<file path="config.mk">
export PLATFORM = sky130hd
export DESIGN_NAME = core_memory_arbiter
export DESIGN_NICKNAME = d
export VERILOG_FILES = /design/src/rtl/core_memory_arbiter_pkg.sv /design/src/rtl/core_memory_arbiter_counter.sv /design/src/rtl/core_memory_arbiter.sv
export SDC_FILE = /design/constraint.sdc
export NUM_CORES = 1
export LEC_CHECK = 0
export ABC_AREA = 0
export ABC_CLOCK_PERIOD_IN_PS = 2000
export BUFFER_PORTS_ARGS = -buffer_cell sky130_fd_sc_hd__buf_2
export CAP_MARGIN = 5
export CORE_MARGIN = 1.5
export CORE_UTILIZATION = 47
export CTS_BUF_LIST = sky130_fd_sc_hd__clkbuf_8
export CTS_CLUSTER_DIAMETER = 200
export DETAILED_ROUTE_END_ITERATION = 12
export GPL_TIMING_DRIVEN = 0
export HOLD_SLACK_MARGIN = 0.1
export PLACE_DENSITY = 0.81
export SLEW_MARGIN = 20
export SYNTH_ARGS = -nofsm -noshare
export SYNTH_HDL_FRONTEND = slang
export SYNTH_SLANG_ARGS = --single-unit
</file>
<file path="constraint.sdc">
create_clock -name clk -period 2 [get_ports clk]
set_clock_uncertainty 0.05 [all_clocks]
set_input_delay 0.2 -clock clk [delete_from_list [all_inputs] [get_ports clk]]
set_output_delay 0.2 -clock clk [all_outputs]
set_load 0.1 [all_outputs]
</file>
<file path="src/rtl/core_memory_arbiter_pkg.sv">
// Shared encodings and constants for the core memory arbiter: FSM states,
// grant owner, timeout read value and the latched bus request record.
package core_memory_arbiter_pkg;

    typedef enum logic [1:0] {
        IDLE   = 2'd0,
        ACCESS = 2'd1,
        DONE   = 2'd2
    } arbState_t;

    typedef enum logic {
        FETCH = 1'b0,
        DATA  = 1'b1
    } grant_t;

    localparam logic [31:0] TIMEOUT_READ_DATA = 32'hFFFF_FFFF;

    typedef struct packed {
        logic        writeEnable;
        logic [3:0]  byteSelect;
        logic [31:0] address;
        logic [31:0] writeData;
    } busRequest_t;

    function automatic logic [31:0] wordAlign(input logic [31:0] address);
        return {address[31:2], 2'b00};
    endfunction

endpackage

</file>
<file path="src/rtl/core_memory_arbiter_counter.sv">
// Wait-cycle counter for one bus transaction: synchronous clear, count enable,
// and a terminal flag raised on the last permitted wait cycle.
module memory_timeout_counter #(
    parameter int LIMIT = 255,
    parameter int WIDTH = $clog2(LIMIT)
) (
    input  logic clk,
    input  logic rst,
    input  logic clear,
    input  logic enable,
    output logic terminal
);

    localparam logic [WIDTH-1:0] LAST_COUNT = WIDTH'(LIMIT - 1);

    logic [WIDTH-1:0] count;

    // NOTE: sequential state uses non-blocking assignments so every register
    // samples the pre-edge values of its neighbours.
    always_ff @(posedge clk) begin
        if (rst || clear) begin
            count <= '0;
        end else if (enable) begin
            count <= count + WIDTH'(1);
        end
    end

    assign terminal = (count == LAST_COUNT);

endmodule

</file>
<file path="src/rtl/core_memory_arbiter.sv">
// Round-robin arbiter sharing the core memory bus between instruction fetch
// and load/store, with registered bus request, ack handshake and timeout.
module core_memory_arbiter
    import core_memory_arbiter_pkg::*;
#(
    parameter int TIMEOUT_CYCLES = 255
) (
    input  logic        clk,
    input  logic        rst,

    input  logic        fetchEnable,
    input  logic [31:0] fetchAddress,
    output logic [31:0] fetchReadData,
    output logic        fetchBusy,

    input  logic        dataEnable,
    input  logic        dataWriteEnable,
    input  logic [3:0]  dataByteSelect,
    input  logic [31:0] dataAddress,
    input  logic [31:0] dataWriteData,
    output logic [31:0] dataReadData,
    output logic        dataBusy,

    output logic        memEnable,
    output logic        memWriteEnable,
    output logic [3:0]  memByteSelect,
    output logic [31:0] memAddress,
    output logic [31:0] memWriteData,
    input  logic [31:0] memReadData,
    input  logic        memAck,
    output logic        memTimeout
);

    arbState_t   state, nextState;
    grant_t      grant, lastGrant, pickGrant;
    busRequest_t pickRequest;
    logic        pickValid;
    logic        startAccess;
    logic        accessAck;
    logic        accessExpire;
    logic        counterEnable;
    logic        counterTerminal;

    memory_timeout_counter #(
        .LIMIT (TIMEOUT_CYCLES)
    ) timeoutCounter (
        .clk      (clk),
        .rst      (rst),
        .clear    (startAccess),
        .enable   (counterEnable),
        .terminal (counterTerminal)
    );

    // On a conflict the requester that did not own the previous transaction wins.
    always_comb begin
        pickValid = fetchEnable || dataEnable;
        pickGrant = FETCH;
        if (fetchEnable && dataEnable) begin
            pickGrant = (lastGrant == FETCH) ? DATA : FETCH;
        end else if (dataEnable) begin
            pickGrant = DATA;
        end

        if (pickGrant == DATA) begin
            pickRequest = '{writeEnable: dataWriteEnable,
                            byteSelect:  dataByteSelect,
                            address:     wordAlign(dataAddress),
                            writeData:   dataWriteData};
        end else begin
            pickRequest = '{writeEnable: 1'b0,
                            byteSelect:  4'hF,
                            address:     wordAlign(fetchAddress),
                            writeData:   32'h0};
        end
    end

    always_ff @(posedge clk) begin
        if (rst) begin
            state <= IDLE;
        end else begin
            state <= nextState;
        end
    end

    // NOTE: every output of this block gets a default first, so no path
    // through the case can leave a value held and infer a latch.
    always_comb begin
        nextState     = state;
        startAccess   = 1'b0;
        accessAck     = 1'b0;
        accessExpire  = 1'b0;
        counterEnable = 1'b0;
        unique case (state)
            IDLE: begin
                if (pickValid) begin
                    startAccess = 1'b1;
                    nextState   = ACCESS;
                end
            end
            ACCESS: begin
                accessAck     = memAck;
                accessExpire  = !memAck && counterTerminal;
                counterEnable = !memAck;
                if (accessAck || accessExpire) begin
                    nextState = DONE;
                end
            end
            DONE: begin
                nextState = IDLE;
            end
            default: begin
                nextState = IDLE;
            end
        endcase
    end

    // NOTE: the read-data registers are plain flops, so they are reset along
    // with the bus request; nothing in this block is a RAM array.
    always_ff @(posedge clk) begin
        if (rst) begin
            grant          <= FETCH;
            lastGrant      <= FETCH;
            memEnable      <= 1'b0;
            memWriteEnable <= 1'b0;
            memByteSelect  <= '0;
            memAddress     <= '0;
            memWriteData   <= '0;
            memTimeout     <= 1'b0;
            fetchReadData  <= '0;
            dataReadData   <= '0;
        end else begin
            memTimeout <= accessExpire;

            if (startAccess) begin
                grant          <= pickGrant;
                memEnable      <= 1'b1;
                memWriteEnable <= pickRequest.writeEnable;
                memByteSelect  <= pickRequest.byteSelect;
                memAddress     <= pickRequest.address;
                memWriteData   <= pickRequest.writeData;
            end

            // Completion is unconditional: a withdrawn request still lands here.
            if (accessAck || accessExpire) begin
                memEnable      <= 1'b0;
                memWriteEnable <= 1'b0;
                memByteSelect  <= '0;
                memAddress     <= '0;
                memWriteData   <= '0;
                if (grant == DATA) begin
                    dataReadData <= accessAck ? memReadData : TIMEOUT_READ_DATA;
                end else begin
                    fetchReadData <= accessAck ? memReadData : TIMEOUT_READ_DATA;
                end
            end

            if (state == DONE) begin
                lastGrant <= grant;
            end
        end
    end

    assign fetchBusy = fetchEnable && !(state == DONE && grant == FETCH);
    assign dataBusy  = dataEnable  && !(state == DONE && grant == DATA);

endmodule

</file>
==> impl_metrics.prom <==
# TYPE chip_impl_metric gauge
chip_impl_info{name="run_status",value="finished, final reports clean"} 1
chip_impl_metric{name="gp_congestion",unit=""} 0.8633
chip_impl_metric{name="grt_util_all_layers",unit="%"} 39.10
chip_impl_metric{name="max_cap_violations",unit=""} 0
chip_impl_metric{name="core_region_area",unit="µm²"} 10940
chip_impl_metric{name="grt_pass1_wl",unit="µm"} 35290
chip_impl_metric{name="hold_ws",unit="ns"} 0.3646
chip_impl_metric{name="worst_slew_pin_slew",unit="ns"} 0.5507
chip_impl_metric{name="multi_input_comb_area",unit="µm²"} 2186
chip_impl_metric{name="antennaDiodeCount",unit=""} 0
chip_impl_metric{name="fraction_of_layout_cells_with_a_size_suffix_above_1",unit="%"} 42.78
chip_impl_metric{name="yosys_warnings",unit=""} 0
chip_impl_metric{name="die-area",unit="µm²"} 12010
chip_impl_metric{name="layout.nets",unit=""} 1078
chip_impl_metric{name="detail_route.drc_violations",unit=""} 0
chip_impl_metric{name="initial_core_util",unit="%"} 48.82
chip_impl_metric{name="synth_sequential_area_ratio",unit="%"} 54.37
chip_impl_metric{name="clock_sinks",unit=""} 145
chip_impl_metric{name="critPathArrivalTime",unit="ns"} 2.23
chip_impl_metric{name="drtAntennaViolNets",unit=""} 0
chip_impl_info{name="clockRootBuffer",value="clkbuf_8"} 1
chip_impl_metric{name="finalCriticalPeriod",unit="ns"} 1.941
chip_impl_metric{name="synth_top_area_share",unit="%"} 54.37
chip_impl_metric{name="critPathMaxFanout",unit=""} 10
chip_impl_metric{name="clock.fmax",unit="GHz"} 0.5151
chip_impl_metric{name="detailedRoute.firstPassIterationCount",unit=""} 6
chip_impl_info{name="layout_commonest_cell",value="buf_2"} 1
chip_impl_metric{name="number_of_buffers_added_by_the_clock_tree_synthesis_step",unit=""} 17
chip_impl_metric{name="wl",unit="µm"} 23720
chip_impl_metric{name="num_rows",unit=""} 38
chip_impl_metric{name="die_x",unit="µm"} 109.6
chip_impl_metric{name="grt_start_max_net_pins",unit=""} 17
chip_impl_metric{name="cts_htree_levels",unit=""} 4
chip_impl_metric{name="slew_headroom",unit="%"} 63.29
chip_impl_info{name="netlist.top_cell.by_area",value="dfxtp_1"} 1
chip_impl_info{name="timing.critical_path.to_type",value="flip-flop"} 1
chip_impl_metric{name="global_route.overflow_total",unit=""} 0
chip_impl_metric{name="worstPathRequired",unit="ns"} 2.29
chip_impl_metric{name="fp.dieH",unit="µm"} 109.6
chip_impl_metric{name="final.fill_count",unit=""} 545
chip_impl_metric{name="port_buffers",unit=""} 268
chip_impl_metric{name="cts_max_path_bufs",unit=""} 2
chip_impl_metric{name="place.detailed.hpwl",unit="µm"} 12640
chip_impl_metric{name="synth.ff_latch_count",unit=""} 145
chip_impl_info{name="critical_path.startpoint_type",value="flip-flop"} 1
chip_impl_info{name="min_path_type",value="primary input to flip-flop"} 1
chip_impl_metric{name="number_of_standard_cells_after_synthesis",unit=""} 519
chip_impl_metric{name="clkLatencyLatePin",unit="ns"} 0.45
chip_impl_metric{name="peakVddDrop",unit="µV"} 641.3
chip_impl_metric{name="clkSlewWorstSetupHoldPaths",unit="ns"} 0.08
chip_impl_metric{name="detail_route.wl_per_cell",unit="µm"} 21.78
chip_impl_info{name="synth.top_cells.by_area",value="dfxtp_1, o221a_2, nor2_1"} 1
chip_impl_metric{name="leakage",unit="nW"} 4.107
chip_impl_metric{name="initial_antenna_violation_count",unit=""} 0
chip_impl_metric{name="io_pins",unit=""} 275
chip_impl_info{name="tritoncts",value="built"} 1
chip_impl_metric{name="vias",unit=""} 6634
chip_impl_metric{name="postSynthAreaPerCell",unit="µm²"} 10.29
chip_impl_metric{name="syn2layout_area_growth",unit="%"} 62.88
chip_impl_metric{name="fin_util",unit="%"} 79.52
chip_impl_metric{name="final_hold_viol_count",unit=""} 0
chip_impl_metric{name="postCtsSetupRepairBufs",unit=""} 0
chip_impl_metric{name="synth.lib_cells_used.distinct",unit=""} 39
chip_impl_metric{name="setup_viol_count_final",unit=""} 0
chip_impl_metric{name="first_global_vias",unit=""} 6800
chip_impl_info{name="most-common-layout-cells",value="buf_2, dfxtp_1, dlygate4sd3_1, nor2_1, o221a_2"} 1
chip_impl_metric{name="pwr_density_cell",unit="nW/µm²"} 1016
chip_impl_info{name="criticalPathCategory",value="flip-flop to flip-flop"} 1
chip_impl_metric{name="timing_max_transition_violations_final",unit=""} 0
chip_impl_metric{name="final.period_utilization",unit="%"} 97.07
chip_impl_metric{name="synthesis.area",unit="µm²"} 5339
chip_impl_metric{name="drtIter0Drc",unit=""} 792
chip_impl_metric{name="post_drt_via_cell_ratio",unit=""} 6.092
chip_impl_metric{name="seqCellArea",unit="µm²"} 2904
-- final cells by class --
type                            instances  share of cell area, %
Buffer                                 49                  3.079
Sequential cell                       145                  33.40
Multi-Input combinational cell        324                  25.14
Clock inverter                         13                  3.094
Timing Repair Buffer                  399                  30.50
Inverter                                2                0.08633
Clock buffer                           17                  2.691
Tap cell                              140                  2.014
-- final timing paths --
kind | endpoint | start | slack [ns] | cells after the start
worst max-delay path | memAddress[18] | state[1] | 0.06 | 7
worst min-delay path | memByteSelect[0] | fetchEnable | 0.36 | 5
worst max register to register | memAddress[18] | state[1] | 0.06 | 7
worst min register to register | lastGrant | lastGrant | 0.43 | 2
-- critical path, cell delays in order (launching register included) --
cell,delay [ns]
dfxtp_1,0.31
buf_2,0.19
nor2_1,0.10
o21ai_0,0.11
buf_2,0.30
buf_2,0.30
a21oi_1,0.14
a211oi_2,0.34
-- through the flow --
step           cells  area (µm²)  total power [mW]   TNS, ns  worst slack, ns
2_1_floorplan    520        5343             5.084         0           0.3926
3_3_place_gp     928        6859             5.541         0           0.1736
3_5_place_dp     928        6859             5.579         0          0.08780
4_1_cts         1089        8673             8.656         0          0.08723
5_1_grt         1089        8696             9.056  -0.02316         -0.02316
6_report        1089        8696             8.832         0          0.05860
-- power breakdown --
| part | switching [mW] | total, mW | internal (mW) |
|---|---|---|---|
| combinational | 2.04 | 2.67 | 0.629 |
| sequential | 0.132 | 3.21 | 3.08 |
| clock | 1.12 | 2.95 | 1.84 |
| total | 3.28 | 8.83 | 5.55 |
-- synth_stat cells --
cell type / instances
and3_1: 1
nor3_2: 1
nor3_1: 3
xnor2_1: 2
buf_4: 7
a21bo_2: 1
nand2_2: 1
ha_1: 2
nor2_1: 78
nand2b_1: 2
nand2_1: 39
o22ai_1: 4
nor2_2: 1
nand3_1: 3
a21boi_1: 1
o221a_1: 5
or3b_4: 1
a22oi_1: 33
dfxtp_1: 145
buf_2: 24
clkbuf_1: 15
inv_1: 2
o21ai_2: 2
and4_4: 1
o21a_1: 2
nand3b_1: 2
conb_1: 1
nor3b_2: 1
and2_1: 1
nand4_1: 2
buf_6: 3
xor2_1: 4
a21oi_1: 35
a211oi_1: 31
nor4_4: 1
o21ai_0: 1
o31ai_4: 1
nor2b_1: 1
o221a_2: 59
-- logic make-up after synthesis --
| logic type | after synthesis | share of synthesized area [%] |
|---|---|---|
| AO/OA/AOI/OAI | 175 | 27.68 |
| flip-flops | 145 | 54.37 |
| AND/OR/NAND/NOR | 139 | 11.37 |
| buffers and inverters | 51 | 5.062 |
| XOR/XNOR | 6 | 0.9843 |
| adder cells (fa/ha/maj) | 2 | 0.4686 |
| other | 1 | 0.07024 |
-- timing repair --
item,in CTS,in global routing
hold buffers,131,0
endpoints found under the setup margin,0,32
gates resized for setup,0,10
endpoints found under the hold margin,136,0
-- registers in the layout, indices dropped and copies added, names as in the netlist, 2 cells and up --
name,flops
memByteSelect,4
memWriteData,32
dataReadData,32
memAddress,30
fetchReadData,32
state,2
timeoutCounter.count,8
-- routing by layer --
metal	GRT usage, %	vias up	routed length, µm
li1	-	2764	-
met1	40.42	3051	7969
met2	63.89	635	11180
met3	14.17	184	2737
met4	31.17	0	1827
met5	0	-	0
No activity file was read; power rests on OpenSTA's default activity.
